### config.mk
export PLATFORM = sky130hd
export DESIGN_NAME = sipo_deser_flat
export DESIGN_NICKNAME = d
export VERILOG_FILES = /design/src/rtl/sipo_pkg.sv /design/src/rtl/sipo_deser_if.sv /design/src/rtl/sipo_shift_core.sv /design/src/rtl/sipo_deser.sv /design/src/flat_wrapper.sv
export SDC_FILE = /design/constraint.sdc
export NUM_CORES = 1
export LEC_CHECK = 0
export BUFFER_PORTS_ARGS = -buffer_cell sky130_fd_sc_hd__buf_2
export CORE_AREA = 2 2 39 41
export DETAILED_ROUTE_END_ITERATION = 16
export DIE_AREA = 0 0 41 43
export GPL_ROUTABILITY_DRIVEN = 0
export PLACE_DENSITY_LB_ADDON = 0.25
export SLEW_MARGIN = 10
export SYNTH_ARGS = -nofsm -noshare
export SYNTH_HDL_FRONTEND = slang
export SYNTH_SLANG_ARGS = --single-unit
export TNS_END_PERCENT = 20
### constraint.sdc
create_clock -name CLK -period 3.6 [get_ports CLK]
set_input_delay 0.54 -clock CLK [delete_from_list [all_inputs] [get_ports CLK]]
set_output_delay 0.54 -clock CLK [all_outputs]
set_load 0.05 [all_outputs]
### src/rtl/sipo_pkg.sv
// Shared constants, holding-register state type and counter sizing for the deserializer.
package sipo_pkg;

   localparam int WIDTH_DEF = 4;

   typedef enum logic {
      HOLD_EMPTY = 1'b0,
      HOLD_FULL  = 1'b1
   } hold_state_t;

   function automatic int cnt_w(input int width);
      return $clog2(width + 1);
   endfunction

endpackage

### src/rtl/sipo_deser_if.sv
// Serial input, parallel output and status bundle of the deserializer.
interface sipo_deser_if
   import sipo_pkg::*;
#(
   parameter int WIDTH = WIDTH_DEF,
   parameter int CNT_W = cnt_w(WIDTH)
);
   logic             SIN;
   logic             SIN_EN;
   logic             SYNC;
   logic [WIDTH-1:0] POUT;
   logic             POUT_VALID;
   logic             POUT_READY;
   logic             OVERRUN;
   logic             CLR_OVR;
   logic [CNT_W-1:0] BIT_CNT;

   modport master (
      input  SIN, SIN_EN, SYNC, POUT_READY, CLR_OVR,
      output POUT, POUT_VALID, OVERRUN, BIT_CNT
   );

   modport slave (
      output SIN, SIN_EN, SYNC, POUT_READY, CLR_OVR,
      input  POUT, POUT_VALID, OVERRUN, BIT_CNT
   );
endinterface

### src/rtl/sipo_shift_core.sv
// Shift register and bit counter; flags the edge that samples the last bit of a word.
module sipo_shift_core
   import sipo_pkg::*;
#(
   parameter int WIDTH = WIDTH_DEF,
   parameter int CNT_W = cnt_w(WIDTH)
) (
   input  logic             clk,
   input  logic             rst,
   input  logic             sin,
   input  logic             sin_en,
   input  logic             sync,
   output logic             word_done,
   output logic [WIDTH-1:0] word_data,
   output logic [CNT_W-1:0] bit_cnt
);

   localparam logic [CNT_W-1:0] LAST_BIT = CNT_W'(WIDTH - 1);

   // Only WIDTH-1 bits need storing: the final bit is taken straight from sin.
   logic [WIDTH-2:0] shreg;
   logic [CNT_W-1:0] cnt;

   assign word_data = {shreg, sin};
   assign word_done = sin_en & ~sync & (cnt == LAST_BIT);
   assign bit_cnt   = cnt;

   always_ff @(posedge clk or posedge rst) begin
      if (rst) begin
         shreg <= '0;
         cnt   <= '0;
      end else if (sync) begin
         if (sin_en) begin
            shreg <= {{(WIDTH-2){1'b0}}, sin};
            cnt   <= CNT_W'(1);
         end else begin
            shreg <= '0;
            cnt   <= '0;
         end
      end else if (sin_en) begin
         shreg <= word_data[WIDTH-2:0];
         cnt   <= word_done ? '0 : cnt + CNT_W'(1);
      end
   end

endmodule

### src/rtl/sipo_deser.sv
// Serial-in parallel-out deserializer: shift core plus a one-word holding register
// with valid/ready handoff and a sticky overrun flag.
module sipo_deser
   import sipo_pkg::*;
#(
   parameter int WIDTH = WIDTH_DEF,
   parameter int CNT_W = cnt_w(WIDTH)
) (
   input  logic         CLK,
   input  logic         RST,
   sipo_deser_if.master bus
);

   logic             word_done;
   logic [WIDTH-1:0] word_data;
   logic [CNT_W-1:0] bit_cnt;

   hold_state_t      state_q, state_d;
   logic [WIDTH-1:0] pout_q, pout_d;
   logic             ovr_q, ovr_d;
   logic             accept;
   logic             ovr_set;

   sipo_shift_core #(
      .WIDTH (WIDTH),
      .CNT_W (CNT_W)
   ) u_core (
      .clk       (CLK),
      .rst       (RST),
      .sin       (bus.SIN),
      .sin_en    (bus.SIN_EN),
      .sync      (bus.SYNC),
      .word_done (word_done),
      .word_data (word_data),
      .bit_cnt   (bit_cnt)
   );

   always_ff @(posedge CLK or posedge RST) begin
      if (RST) begin
         state_q <= HOLD_EMPTY;
         pout_q  <= '0;
         ovr_q   <= 1'b0;
      end else begin
         state_q <= state_d;
         pout_q  <= pout_d;
         ovr_q   <= ovr_d;
      end
   end

   always_comb begin
      state_d = state_q;
      pout_d  = pout_q;
      ovr_set = 1'b0;
      accept  = (state_q == HOLD_FULL) & bus.POUT_READY;
      case (state_q)
         HOLD_EMPTY: begin
            if (word_done) begin
               pout_d  = word_data;
               state_d = HOLD_FULL;
            end
         end
         HOLD_FULL: begin
            if (word_done) begin
               if (accept) pout_d  = word_data;
               else        ovr_set = 1'b1;
            end else if (accept) begin
               state_d = HOLD_EMPTY;
            end
         end
         default: state_d = HOLD_EMPTY;
      endcase
      // A fresh overrun outranks a simultaneous clear request.
      ovr_d = ovr_set | (ovr_q & ~bus.CLR_OVR);
   end

   assign bus.POUT       = pout_q;
   assign bus.POUT_VALID = (state_q == HOLD_FULL);
   assign bus.OVERRUN    = ovr_q;
   assign bus.BIT_CNT    = bit_cnt;

endmodule

### src/flat_wrapper.sv
// flat-port wrapper written by rule: the top's interface ports become plain ports
module sipo_deser_flat import sipo_pkg::*;
#(
   parameter int WIDTH = WIDTH_DEF,
   parameter int CNT_W = cnt_w(WIDTH)
)
  (CLK, RST, bus_SIN, bus_SIN_EN, bus_SYNC, bus_POUT_READY, bus_CLR_OVR, bus_POUT, bus_POUT_VALID, bus_OVERRUN, bus_BIT_CNT);
  sipo_deser_if #(.WIDTH(WIDTH), .CNT_W(CNT_W)) bus_i ();
  input  logic CLK;
  input  logic RST;
  input wire logic [$bits(bus_i.SIN)-1:0] bus_SIN;
  input wire logic [$bits(bus_i.SIN_EN)-1:0] bus_SIN_EN;
  input wire logic [$bits(bus_i.SYNC)-1:0] bus_SYNC;
  input wire logic [$bits(bus_i.POUT_READY)-1:0] bus_POUT_READY;
  input wire logic [$bits(bus_i.CLR_OVR)-1:0] bus_CLR_OVR;
  output wire logic [$bits(bus_i.POUT)-1:0] bus_POUT;
  output wire logic [$bits(bus_i.POUT_VALID)-1:0] bus_POUT_VALID;
  output wire logic [$bits(bus_i.OVERRUN)-1:0] bus_OVERRUN;
  output wire logic [$bits(bus_i.BIT_CNT)-1:0] bus_BIT_CNT;
  assign bus_i.SIN = bus_SIN;
  assign bus_i.SIN_EN = bus_SIN_EN;
  assign bus_i.SYNC = bus_SYNC;
  assign bus_i.POUT_READY = bus_POUT_READY;
  assign bus_i.CLR_OVR = bus_CLR_OVR;
  assign bus_POUT = bus_i.POUT;
  assign bus_POUT_VALID = bus_i.POUT_VALID;
  assign bus_OVERRUN = bus_i.OVERRUN;
  assign bus_BIT_CNT = bus_i.BIT_CNT;
  sipo_deser #(.WIDTH(WIDTH), .CNT_W(CNT_W)) u_core (.CLK(CLK), .RST(RST), .bus(bus_i));
endmodule
# Word level (Yosys, flattened, before mapping)
# Index checks and enable logic that the tools add are counted.
# word_totals
memories	0
register_bits	12
rom_bits	0
input_bits	7
latchBits	0
output_inout_bits	9
ramBits	0
# classes
n_eq_ne	4
addsub	1
n_bitwise	8
n_lt_le_gt_ge	0
n_div	0
mux	17
n_shift	0
reduce_logical	2
mul	0
# op_table
op	count
two-way mux 3 bit	5
two-way mux 4 bit	3
case mux 4 bit (2 select lines)	1
two-way mux 1 bit	7
!= test 2 bit, second input constant	3
AND 1 bit	4
adder 3 x 1 -> 3 bit, second input constant	1
== test 3 x 2 -> 1 bit, second input constant	1
inverter 1 bit	3
AND reduction 3 bit	1
case mux 1 bit (2 select lines)	1
nonzero test 2 bit	1
OR 1 bit	1

# Depth between registers and ports, before layout
# logic_depth
word_depth	6
mapped_depth	4
mapped_depth_nobuf	4

# By module
# Synthesis repeated with hierarchy kept, for this count alone.
# hier_totals
cells_unflattened	45
hier_area_um2	549.3
# by_module_without_submodules
module	instances	cells_per_inst	seq_area_each_um2	area_each_um2
sipo_shift_core	1	28	150.1	292.8
sipo_deser	1	17	150.1	256.5

# Worst setup path before layout
# Ideal clock, no wire load.
# synth_path
path_kind	flip-flop to flip-flop
from	register u_core.u_core.cnt[0], in the netlist u_core.u_core.bit_cnt[0]
to	register u_core.pout_q[0], in the netlist u_core.bus.POUT[0]
t_arrival_ns	1.473
synth_period_minus_slack_ns	1.597
stages_incl_launch_ff	5
n_path_buf	0
setup_slack_ns	2.003
cell_sequence	dfrtp_1 > ha_1 > nor2b_4 > nand4b_4 > mux2_2
# synth_via
elab_chain_len	4
# synth_lines
item	line_no	rtl
from (decl)	sipo_shift_core.sv:22	logic [CNT_W-1:0] cnt;
from (signal assigned)	sipo_shift_core.sv:42	cnt <= word_done ? '0 : cnt + CNT_W'(1);
== test 3 x 2 -> 1 bit *	sipo_shift_core.sv:25	assign word_done = sin_en & ~sync & (cnt == LAST_BIT);
AND 1 bit *	sipo_shift_core.sv:25	
!= test 2 bit (no line)	--	
AND reduction 3 bit (no line) *	--	
to (signal assigned)	sipo_deser.sv:45	pout_q <= pout_d;
to (decl)	sipo_deser.sv:19	logic [WIDTH-1:0] pout_q, pout_d;
# Every way passes the cells marked *; elsewhere a longest branch is shown, timed or not.
# A chain may end at the register's enable or synchronous reset.

# Worst setup path in the final report
# layout_path
from	register u_core.u_core.cnt[2], in the netlist u_core.u_core.bit_cnt[2]
to	output bus_BIT_CNT[2]
# layout_rtl
item	line_no	rtl
to (decl)	flat_wrapper.sv:19	output wire logic [$bits(bus_i.BIT_CNT)-1:0] bus_BIT_CNT;
# No word-level cell between the ends.

==> impl_metrics.toml <==
[yosys]
syn_area_per_cell_um2 = 12.6
seq_area_frac_synth = 0.567
synth.distinct_cells = 19
yosysWarnings = 0
syn-instance-count = 42
syn_nets = 50
syn_area_um2 = 529
synth-seq-cells = 12

[clocking]
cts_buffers = 3
cts-resized-gates = 0
clock_sink_count = 12
cts_hold_buf = 0
clock-root-buffer = "clkbuf_4"
clock_latency_ns = 0.26
clk_path_buf_depth = 2
cts_setup_buffers = 0
cts_tree = "yes"
clk_pin_slew_ns = 0.07
htree_num_levels = 1

[sta]
max_slew.worst_pin.slew_ns = 0.456
finalCritPeriodShare = 0.418
finalMaxSlewViolations = 0
skew_ns = 0.000340
rsz0062_at_grt = "false"
finalSetupViolCount = 0
finalSetupTns_ns = 0
max_freq_ghz = 0.664
relSlewSlack = 0.696
fin_crit_ns = 1.51
finalHoldViolations = 0

[detailed_routing]
wirelength_um = 932
via_count = 359
viasPerCell = 4.85
detail-route-antenna-nets = 0
initialDrtViolationCount = 1
drc = 0
wire_per_inst_um = 12.6
dr.pass1.iters = 3

[finish]
areaGrowthSynthToFinish_pct = 20.3
antenna_cells = 0
n_fill_cell = 141
finalNetCount = 68
post-route-util = 0.460
final_layout_size_suffix_gt1_frac = 0.414
multi_input_area_um2 = 208
final_area_um2 = 637
register_area_um2 = 300

[global_routing]
grt_overflow = 0
grtUsageTotal = 0.124
grt_max_degree = 13
grt_pass1_wl_mm = 1.46
grt_pass1_vias = 322
antenna_found_initial = 0

[power_and_ir_drop]
swShare = 0.338
p_leak_nw = 0.339
power.switching_mw = 0.106
internal-power_mw = 0.208
power_density_nw_per_um2 = 492
clkPwrFrac = 0.261
irDropWorstVdd_mv = 0.194
comb_power_share = 0.246
p_seq_frac = 0.493

[critical_path]
end_kind = "output port"
critPathLaunchType = "flip-flop"
crit_path_cell_trace = "buf_2"
crit_buf_inv = 1
rr_startpoint = "u_core.u_core.bit_cnt[0]"
crit_type = "reg2out"
reg2reg_to = "u_core.bus.POUT[0]"
ff2ff_setup_slack_ns = 2.23
crit_arrival_ns = 0.97
cp_top_family = "flip-flops"
worstPathRequired_ns = 3.06
cp_max_fo = 3
reg2reg_depth = 4
slowest_delay_ns = 0.41
crit_slowest_cell = "dfrtp_1"

[floorplanning]
fp.dieH_um = 43
start_util = 0.382
dieArea_um2 = 1760
die_x_um = 41
ios = 16
core_um2 = 1380
row_count = 14

[status]
run_status = "complete, no violations"

[min_path]
hp-class = "in2async"

[placed_design]
port_buffers = 15
dpl.hpwl_um = 681
dpl_cell_area_um2 = 614

[run]
cap_violations = 0
[layout by cell type, fill, tap and decap left out, types with 2 or more instances in the layout]
master,count
mux2i_1,2
nor2_1,3
nand2_1,2
dfrtp_1,12
clkbuf_4,3
nand2b_1,3
nand3b_1,2
buf_2,15
mux2_2,4
inv_1,3
[power by group through the flow]
stage          Combinational, mW  Clock [mW]  Sequential, mW
4_1_cts                   0.0782      0.0835           0.155
2_1_floorplan             0.0227           0           0.192
6_report                  0.0771      0.0818           0.154
3_5_place_dp              0.0781           0           0.157
3_3_place_gp              0.0768           0           0.157
5_1_grt                   0.0823      0.0896           0.156
[layer usage]
metal	wire length (µm)	track usage	up-vias
met4	0	0.0400	0
met2	431	0.188	10
met5	0	0	-
li1	-	-	175
met3	50	0.0314	0
met1	450	0.168	174
[metrics by stage]
| stage | cells | hold WS (ns) | power (mW) | setup WS [ns] |
|---|---|---|---|---|
| 6_report | 74 | 0.266 | 0.313 | 2.09 |
| 5_1_grt | 74 | 0.317 | 0.328 | 2.04 |
| 4_1_cts | 74 | 0.294 | 0.316 | 2.09 |
| 3_5_place_dp | 71 | 0.492 | 0.235 | 2.14 |
| 3_3_place_gp | 71 | 0.494 | 0.234 | 2.16 |
| 2_1_floorplan | 42 | 0.405 | 0.215 | 2.00 |
[area by class of cell]
| type | count | share of cell area |
|---|---|---|
| Clock buffer | 3 | 0.0354 |
| Inverter | 3 | 0.0177 |
| Multi-Input combinational cell | 25 | 0.326 |
| Sequential cell | 12 | 0.472 |
| Tap cell | 16 | 0.0314 |
| Timing Repair Buffer | 15 | 0.118 |
[sequential cells by signal (all words and copies together), names as in the netlist]
name,flops
u_core.bus.POUT,4
u_core.bus.OVERRUN,1
u_core.bus.POUT_VALID,1
u_core.u_core.bit_cnt,3
u_core.u_core.shreg,3
[worst max-delay path by stage]
stage / slack, ns / cells past startpoint / start / end
finish: 2.09 / 1 / u_core.u_core.bit_cnt[2] / bus_BIT_CNT[2]
detailed placement: 2.14 / 4 / bus_POUT_READY / u_core.bus.POUT[1]
floorplan: 2.00 / 4 / u_core.u_core.bit_cnt[0] / u_core.bus.POUT[0]
CTS: 2.09 / 1 / u_core.u_core.bit_cnt[2] / bus_BIT_CNT[2]
global placement: 2.16 / 4 / bus_POUT_READY / u_core.bus.POUT[1]
global route: 2.04 / 1 / u_core.u_core.bit_cnt[2] / bus_BIT_CNT[2]
[cells in the mapped netlist (all sizes together)]
cell	n	area, µm²
dfrtp	12	300
mux2	4	45.0
inv	3	11.3
nand2b	3	18.8
nor2	3	11.3
mux2i	2	20.0
nand2	2	7.51
nand3b	2	15.0
a211oi	1	7.51
a21oi	1	5.00
a22o	1	8.76
buf	1	5.00
clkbuf	1	5.00
ha	1	12.5
nand4b	1	23.8
nor2b	1	13.8
o21ai	1	5.00
o21bai	1	7.51
o22ai	1	6.26
[cell families (layout without fill, tap and decap cells)]
family / count (synthesis) / after routing / share of synthesized area
muxes: 6 / 6 / 0.123
AOI/OAI and AO/OA: 6 / 6 / 0.0757
DFF: 12 / 12 / 0.567
and+or+nand+nor: 12 / 12 / 0.170
buffers and inverters: 5 / 21 / 0.0402
adders and majority gates: 1 / 1 / 0.0236
Power figures use the tool's default switching activity.
